===== src/rtl/gpio_cfg_pkg.sv =====
// Shared constants, per-pad config field layout and FSM state type for gpio_cfg_chain.
package gpio_cfg_pkg;

    localparam int unsigned CFG_BITS     = 6;
    localparam int unsigned CFG_MGMT_ENA = 0;
    localparam int unsigned CFG_OUTENB   = 1;
    localparam int unsigned CFG_INP_DIS  = 2;
    localparam int unsigned CFG_DM_LO    = 3;
    localparam int unsigned CFG_DM_W     = 3;

    localparam logic [CFG_DM_W-1:0] DM_INPUT  = 3'b001;
    localparam logic [CFG_DM_W-1:0] DM_STRONG = 3'b110;

    // Power-up pad state: management-owned, output disabled, input-only drive mode.
    localparam logic [CFG_BITS-1:0] CFG_DEFAULT = {DM_INPUT, 1'b0, 1'b1, 1'b1};

    typedef enum logic {
        IDLE  = 1'b0,
        SHIFT = 1'b1
    } state_t;

endpackage


===== src/rtl/gpio_cfg_slot.sv =====
// One pad: committed configuration register plus management/user output and input steering.
module gpio_cfg_slot
    import gpio_cfg_pkg::*;
(
    input  logic                clock,
    input  logic                resetn,
    input  logic                commit,
    input  logic [CFG_BITS-1:0] cfg_in,
    input  logic                mgmt_out,
    input  logic                user_out,
    input  logic                user_oeb,
    input  logic                pad_in,
    output logic                pad_out,
    output logic                pad_oeb,
    output logic                pad_inp_dis,
    output logic [CFG_DM_W-1:0] pad_dm,
    output logic                user_in,
    output logic                mgmt_in
);

    logic [CFG_BITS-1:0] cfg_q;

    always_ff @(posedge clock) begin
        if (!resetn) begin
            cfg_q <= CFG_DEFAULT;
        end else if (commit) begin
            cfg_q <= cfg_in;
        end
    end

    // Zero-latency steering; only the selection itself is registered.
    always_comb begin
        pad_out     = user_out;
        pad_oeb     = user_oeb;
        user_in     = pad_in;
        mgmt_in     = pad_in;
        pad_inp_dis = cfg_q[CFG_INP_DIS];
        pad_dm      = cfg_q[CFG_DM_LO +: CFG_DM_W];
        if (cfg_q[CFG_MGMT_ENA]) begin
            pad_out = mgmt_out;
            pad_oeb = cfg_q[CFG_OUTENB];
            user_in = 1'b0;
        end
    end

endmodule


===== src/rtl/gpio_cfg_chain.sv =====
// Serial pad-configuration loader: shadow shift register, length-checked commit, per-pad steering.
module gpio_cfg_chain #(
    parameter int unsigned NPADS    = 38,
    parameter int unsigned CFG_BITS = gpio_cfg_pkg::CFG_BITS
) (
    input  logic                 clock,
    input  logic                 resetn,
    input  logic                 cfg_data,
    input  logic                 cfg_valid,
    input  logic                 cfg_load,
    output logic                 cfg_busy,
    output logic                 cfg_done,
    output logic                 cfg_err,
    input  logic [NPADS-1:0]     mgmt_out,
    output logic [NPADS-1:0]     mgmt_in,
    input  logic [NPADS-1:0]     user_out,
    input  logic [NPADS-1:0]     user_oeb,
    output logic [NPADS-1:0]     user_in,
    input  logic [NPADS-1:0]     pad_in,
    output logic [NPADS-1:0]     pad_out,
    output logic [NPADS-1:0]     pad_oeb,
    output logic [NPADS-1:0]     pad_inp_dis,
    output logic [3*NPADS-1:0]   pad_dm
);

    localparam int unsigned SW = NPADS * CFG_BITS;
    localparam int unsigned CW = $clog2(SW + 1);
    localparam logic [CW-1:0] CNT_FULL = CW'(SW);
    localparam logic [CW-1:0] CNT_OVF  = CW'(SW + 1);

    gpio_cfg_pkg::state_t state_q, state_d;
    logic [SW-1:0] shadow_q, shadow_d;
    logic [CW-1:0] cnt_q, cnt_d, cnt_inc;
    logic          commit;
    logic          done_d, err_d;
    logic          done_q, err_q;

    always_ff @(posedge clock) begin
        if (!resetn) begin
            state_q  <= gpio_cfg_pkg::IDLE;
            shadow_q <= '0;
            cnt_q    <= '0;
            done_q   <= 1'b0;
            err_q    <= 1'b0;
        end else begin
            state_q  <= state_d;
            shadow_q <= shadow_d;
            cnt_q    <= cnt_d;
            done_q   <= done_d;
            err_q    <= err_d;
        end
    end

    // A bit arriving together with the load is shifted in and counted before the length check.
    always_comb begin
        state_d  = state_q;
        shadow_d = shadow_q;
        cnt_d    = cnt_q;
        cnt_inc  = cnt_q;
        commit   = 1'b0;
        done_d   = 1'b0;
        err_d    = 1'b0;

        if (cfg_valid) begin
            shadow_d = {shadow_q[SW-2:0], cfg_data};
            if (cnt_q != CNT_OVF) begin
                cnt_inc = cnt_q + CW'(1);
            end
        end

        case (state_q)
            gpio_cfg_pkg::IDLE: begin
                if (cfg_load) begin
                    err_d = 1'b1;
                    cnt_d = '0;
                end else if (cfg_valid) begin
                    state_d = gpio_cfg_pkg::SHIFT;
                    cnt_d   = cnt_inc;
                end
            end
            gpio_cfg_pkg::SHIFT: begin
                if (cfg_load) begin
                    state_d = gpio_cfg_pkg::IDLE;
                    cnt_d   = '0;
                    if (cnt_inc == CNT_FULL) begin
                        commit = 1'b1;
                        done_d = 1'b1;
                    end else begin
                        err_d = 1'b1;
                    end
                end else begin
                    cnt_d = cnt_inc;
                end
            end
            default: begin
                state_d = gpio_cfg_pkg::IDLE;
                cnt_d   = '0;
            end
        endcase
    end

    assign cfg_busy = (state_q == gpio_cfg_pkg::SHIFT);
    assign cfg_done = done_q;
    assign cfg_err  = err_q;

    for (genvar i = 0; i < int'(NPADS); i++) begin : g_slot
        gpio_cfg_slot u_slot (
            .clock       (clock),
            .resetn      (resetn),
            .commit      (commit),
            .cfg_in      (shadow_d[i*CFG_BITS +: CFG_BITS]),
            .mgmt_out    (mgmt_out[i]),
            .user_out    (user_out[i]),
            .user_oeb    (user_oeb[i]),
            .pad_in      (pad_in[i]),
            .pad_out     (pad_out[i]),
            .pad_oeb     (pad_oeb[i]),
            .pad_inp_dis (pad_inp_dis[i]),
            .pad_dm      (pad_dm[3*i +: 3]),
            .user_in     (user_in[i]),
            .mgmt_in     (mgmt_in[i])
        );
    end

endmodule


===== config.mk =====
export PLATFORM = sky130hd
export DESIGN_NAME = gpio_cfg_chain
export DESIGN_NICKNAME = d
export VERILOG_FILES = /design/src/rtl/gpio_cfg_pkg.sv /design/src/rtl/gpio_cfg_slot.sv /design/src/rtl/gpio_cfg_chain.sv
export SDC_FILE = /design/constraint.sdc
export NUM_CORES = 1
export LEC_CHECK = 0
export ABC_AREA = 1
export CAP_MARGIN = 30
export CORE_MARGIN = 5
export CORE_UTILIZATION = 45
export DETAILED_ROUTE_END_ITERATION = 7
export PLACE_DENSITY = 0.75
export SETUP_SLACK_MARGIN = 0.4
export SLEW_MARGIN = 5
export SYNTH_ARGS = -nofsm -noshare
export SYNTH_HDL_FRONTEND = slang
export SYNTH_SLANG_ARGS = --single-unit

===== constraint.sdc =====
create_clock -name clock -period 2.38 [get_ports clock]
set_input_delay 0.238 -clock clock [delete_from_list [all_inputs] [get_ports clock]]
set_output_delay 0.238 -clock clock [all_outputs]
set_load 0.01 [all_outputs]

==> flow_metrics.tcl, run 1 <==
set metrics [dict create \
    track_usage_pct 20.1 \
    grt_max_degree 108 \
    syn2layout_area_growth_pct 30.7 \
    clkPwrFrac_pct 45.5 \
    final.period_utilization_pct 93.6 \
    final_common_cell "dfxtp_1" \
    dp_hpwl_um 35200 \
    vias_per_cell 4.92 \
    slew_headroom_pct 60.2 \
    synth-seq-cells 467 \
    path_clk_slew_ps 60 \
    syn_area_sq_um 22200 \
    crit_fanout 17 \
    worst_setup_path_end_kind "flop" \
    sw_frac_of_total_pct 23.1 \
    hold_violations 0 \
    grt_pass1_vias 17500 \
    vdd_drop_max_mv 0.511 \
    p_sw_w 0.00416 \
    synth_area_per_cell_sq_um 7.67 \
    skew_ps 15.4 \
    maxCapViolations 0 \
    cts_buffers 50 \
    grt_pass1_wl_um 90500 \
    fin_nets 3194 \
    hold_path_class "in -> reg" \
    cts.sinks 467 \
    p_int_w 0.0138 \
    critPathKind "reg -> reg" \
    diodes 0 \
    drtIter0Drc 1191 \
    first_pass_iters 5 \
    cts_buffer_depth 3 \
    finalSetupViolCount 0 \
    core_area_sq_um 49000 \
    top_level_ports 464 \
    start_util_pct 45.4 \
    cts_tree "yes" \
    placed_area_sq_um 25200 \
    design_area_sq_um 29000 \
    arrival_ps 2670 \
    final_cell_mix "427 x dfxtp_1, 385 x clkdlybuf4s50_1, 375 x nor2_1" \
    portBuffers 463 \
    rsz0062_at_grt "yes" \
    period_minus_slack_ps 2230 \
    die_h_um 232 \
    hold_ws_ps 126 \
    yosys_warnings 0 \
    vias 18400 \
    worst_pin_slew_ps 598 \
    ctsHoldBuffers 0 \
    drive_above_1_share_pct 18.8 \
    wl_per_cell_um 16.1 \
    p_seq_share_pct 44.7 \
    drtAntennaViolNets 0 \
    yosysSeqAreaShare_pct 42.1 \
    globalplace.congestion 0.771 \
    antenna_found_initial 0 \
    p_per_area_nw_per_um2 620 \
    p_comb_share_pct 9.8 \
    worstSetupStartpointType "flop" \
    tns_ps 0 \
    cts.htree.levels 2 \
    insertion_delay_ps 580 \
    root_buffer "clkbuf_16" \
    critPathRequiredTime_ps 2820 \
    die_area_sq_um 53900 \
    drt-total-wl_um 60200 \
    slew_violations 0 \
    rows 81 \
    ys_types 22 \
    syn_nets 3059 \
    status "completed" \
    route.detailed.drc 0 \
    dieWidth_um 232 \
    leakagePower_nw 13.1 \
    utilization_pct 59.3 \
    grt-ovfl-total 0 \
    syn_inst 2900 \
    fmax_mhz 449 \
]
==> layer usage <==
layer	vias to the layer above	track usage, %	wire [um]
li1	9157	-	-
met1	8617	25.6	25600
met2	543	34.4	29400
met3	96	4.50	3760
met4	0	5.74	1430
met5	-	0	0
==> through the flow <==
step           setup slack, ps  instances  power, W
2_1_floorplan              555       2900   0.00914
3_3_place_gp               277       3570   0.00969
3_5_place_dp               213       3570   0.00971
4_1_cts                    251       3712    0.0181
5_1_grt                   40.8       3740    0.0186
6_report                   153       3740    0.0180
==> final timing paths <==
check	end	slack [ps]	depth (start not counted)	from
max reg2reg	g_slot[2].u_slot.cfg_q[1]	150	15	cnt_q[1]
min	cnt_q[4]	130	5	cfg_valid
min reg2reg	g_slot[27].u_slot.cfg_q[1]	450	2	g_slot[27].u_slot.cfg_q[1]
max	g_slot[2].u_slot.cfg_q[1]	150	15	cnt_q[1]
==> cells by family after synthesis <==
logic type	Yosys count	synth area share, %
muxes	190	8.98
xor gates and xnor gates	1	0.0394
buffers and inverters	886	20.6
adders and majority gates	2	0.113
DFF	467	42.1
AOI/OAI and AO/OA	117	2.63
and+or+nand+nor	1237	25.6
==> power groups by stage <==
stage	clock network, W	registers (W)	logic, W
6_report	0.00818	0.00805	0.00176
2_1_floorplan	0	0.00820	0.000933
3_3_place_gp	0	0.00822	0.00147
4_1_cts	0.00834	0.00805	0.00169
5_1_grt	0.00865	0.00806	0.00191
3_5_place_dp	0	0.00822	0.00148
==> cells in the mapped netlist <==
cell / n / area, sq um
dfxtp_1: 467 / 9350
nor2_1: 387 / 1450
inv_1: 379 / 1420
nand2_1: 370 / 1390
buf_4: 307 / 2300
nand4_1: 228 / 1430
nand3_1: 123 / 616
o21ai_0: 117 / 586
mux2i_1: 114 / 1140
or2_2: 114 / 713
clkbuf_1: 95 / 357
buf_2: 76 / 380
mux2_2: 76 / 856
buf_1: 17 / 63.8
inv_2: 12 / 45.0
nor3_1: 6 / 30.0
nor2_2: 3 / 18.8
nor3b_1: 3 / 22.5
ha_1: 2 / 25.0
nand3b_1: 2 / 15.0
nand3_2: 1 / 10.0
xor2_1: 1 / 8.76
==> critical path, stage by stage (launching register included) <==
cell and delay (ps):
dfxtp_4 380, inv_4 50, buf_4 120, buf_4 120, buf_4 120, buf_4 120, buf_4 120, nand2_2 50
nand2_2 60, nand2_2 80, nor2_4 50, buf_4 160, clkbuf_16 180, bufbuf_16 300, nand4_1 100, nand3_1 90
==> repair_timing <==
action / CTS / global route
gates resized for setup: 189 / 155
hold endpoints to repair: 0 / 0
endpoints found under the setup margin: 306 / 230
buffers inserted: 28 / 12
pin swaps: 25 / 52
cloned: 21 / 16
==> flip-flops by register name, indices dropped and copies added (netlist names) <==
name                 count
cnt_q                    8
cfg_done                 1
g_slot.u_slot.cfg_q    228
cfg_busy                 1
cfg_err                  1
shadow_q               228
==> area by class of cell <==
type                            count  area [sq um]
Fill cell                        4194         19900
Clock inverter                     13           176
Clock buffer                       80          1580
Sequential cell                   467          9410
Tap cell                          664           831
Timing Repair Buffer              578          6690
Inverter                          391          1490
Multi-Input combinational cell   1547          8880
Power figures use the tool's default switching activity.
==> inputs of run 2 (changes only) <==
--- a/config.mk
+++ b/config.mk
@@ -10,6 +10,7 @@
 export CORE_MARGIN = 5
 export CORE_UTILIZATION = 45
 export DETAILED_ROUTE_END_ITERATION = 7
+export MAX_ROUTING_LAYER = met4
 export PLACE_DENSITY = 0.75
 export SETUP_SLACK_MARGIN = 0.4
 export SLEW_MARGIN = 5
==> flow_metrics.tcl, run 2 (synthesized netlist as in run 1, its figures left out) <==
set metrics [dict create \
    dieWidth_um 232 \
    path_clk_slew_ps 60 \
    period_minus_slack_ps 2240 \
    fmax_mhz 446 \
    reg2reg_to "g_slot[16].u_slot.cfg_q[5]" \
    grt_pass1_vias 17500 \
    drt-total-wl_um 63100 \
    cts_buffer_depth 3 \
    critPathRequiredTime_ps 2890 \
    cp-startpoint "cnt_q[1]" \
    antenna_found_initial 0 \
    crit_fanout 7 \
    grt-ovfl-total 0 \
    drive_above_1_share_pct 20.0 \
    core_area_sq_um 49000 \
    track_usage_pct 20.7 \
    root_buffer "clkbuf_16" \
    final_cell_mix "427 x dfxtp_1, 385 x clkdlybuf4s50_1, 375 x nor2_1" \
    p_per_area_nw_per_um2 611 \
    utilization_pct 60.7 \
    final.period_utilization_pct 94.1 \
    vdd_drop_max_mv 0.512 \
    top_level_ports 464 \
    diodes 0 \
    syn2layout_area_growth_pct 33.7 \
    fin_nets 3221 \
    skew_ps 14.8 \
    wl_per_cell_um 16.8 \
    holdPathStages 5 \
    slew_headroom_pct 58.4 \
    cts_tree "yes" \
    final_common_cell "dfxtp_1" \
    maxCapViolations 0 \
    first_pass_iters 5 \
    cts.htree.levels 2 \
    reg2reg_from "cnt_q[1]" \
    drtIter0Drc 1238 \
    worst_setup_path_end_kind "flop" \
    min_to "cnt_q[4]" \
    portBuffers 463 \
    route.detailed.drc 0 \
    cts.sinks 467 \
    grt_max_degree 108 \
    status "completed" \
    slew_violations 0 \
    reg2regPathDepth 17 \
    min_from "cfg_valid" \
    cts_buffers 50 \
    vias 18900 \
    ctsHoldBuffers 0 \
    tns_ps 0 \
    leakagePower_nw 13.4 \
    worstSetupStartpointType "flop" \
    die_area_sq_um 53900 \
    globalplace.congestion 0.782 \
    largestRegisters "g_slot.u_slot.cfg_q x228, shadow_q x228, cnt_q x8" \
    start_util_pct 45.4 \
    hold_violations 0 \
    dp_hpwl_um 35200 \
    finalSetupViolCount 0 \
    drtAntennaViolNets 0 \
    arrival_ps 2750 \
    rsz0062_at_grt "yes" \
    rrSetupSlack_ps 140 \
    grt_pass1_wl_um 90400 \
    hold_path_class "in -> reg" \
    worst_pin_slew_ps 624 \
    rows 81 \
    die_h_um 232 \
    vias_per_cell 5.01 \
    critPathKind "reg -> reg" \
    insertion_delay_ps 590 \
]
==> run 2: cell types whose count changed in the layout (fill, tap and decap cells not counted), sizes merged <==
cell | previous run | this run
buf | 101 | 114
bufbuf | 2 | 1
clkbuf | 94 | 109
==> run 2: what timing repair did <==
| item | 4_1_cts | 5_1_grt |
|---|---|---|
| cloned | 21 | 37 |
| pin swaps | 25 | 71 |
| buffers inserted | 28 | 18 |
| resized for setup | 189 | 198 |
| setup endpoints to repair | 306 | 230 |
==> run 2: routing by layer <==
layer / vias up / part of all wire, % / global-route usage [%]
li1: 9225 / - / -
met1: 8857 / 43 / 25.9
met2: 669 / 48 / 34.4
met3: 108 / 6.9 / 3.96
met4: 0 / 2.4 / 5.74
met5: - / 0 / -
==> run 2: worst max-delay path by stage <==
stage               slack [ps]  cells after the start                         end
floorplan                  560                     12   g_slot[1].u_slot.cfg_q[0]
global placement           280                     14  g_slot[28].u_slot.cfg_q[5]
detailed placement         210                     12   g_slot[7].u_slot.cfg_q[2]
CTS                        250                     15  g_slot[23].u_slot.cfg_q[4]
global route                20                     15  g_slot[16].u_slot.cfg_q[5]
finish                     140                     17  g_slot[16].u_slot.cfg_q[5]
==> run 2: through the flow <==
step                      total power, W  setup WS, ps  hold WS (ps)  area, sq um  instances
after CTS                         0.0181           251          76.1        28000       3712
after detailed placement         0.00971           213           441        25200       3570
after global routing              0.0188          20.4           138        29700       3767
after floorplan                  0.00914           555           314        22200       2900
final                             0.0182           140           123        29700       3767
after global placement           0.00969           277           437        25200       3570
==> run 2: power by group <==
| group | total, W | internal [W] | switching, W |
|---|---|---|---|
| clock | 0.00821 | 0.00497 | 0.00324 |
| combinational | 0.00189 | 0.000972 | 0.000921 |
| sequential | 0.00805 | 0.00797 | 0.0000780 |
==> run 2: critical path, cell delays in order (launching register included) <==
cell       delay [ps]
dfxtp_4           360
inv_4              70
ha_4              140
nand2_4            50
nor2_4            140
nand2_2            80
nand2_2           100
nand2_2            60
nand2_2            80
nand2_2            70
nor2_4            140
nand3_4           150
buf_6             170
clkbuf_16         170
clkbuf_16         180
nand2_2            60
inv_2              30
nor2_1            110
==> run 2: final cells by class <==
cell class / count / area [sq um]
clock buffer: 80 / 1580
fill: 4073 / 19200
clock inverter: 13 / 176
multi-input combinational: 1547 / 8980
tap: 664 / 831
sequential: 467 / 9410
timing repair buffer: 605 / 7250
inverter: 391 / 1490
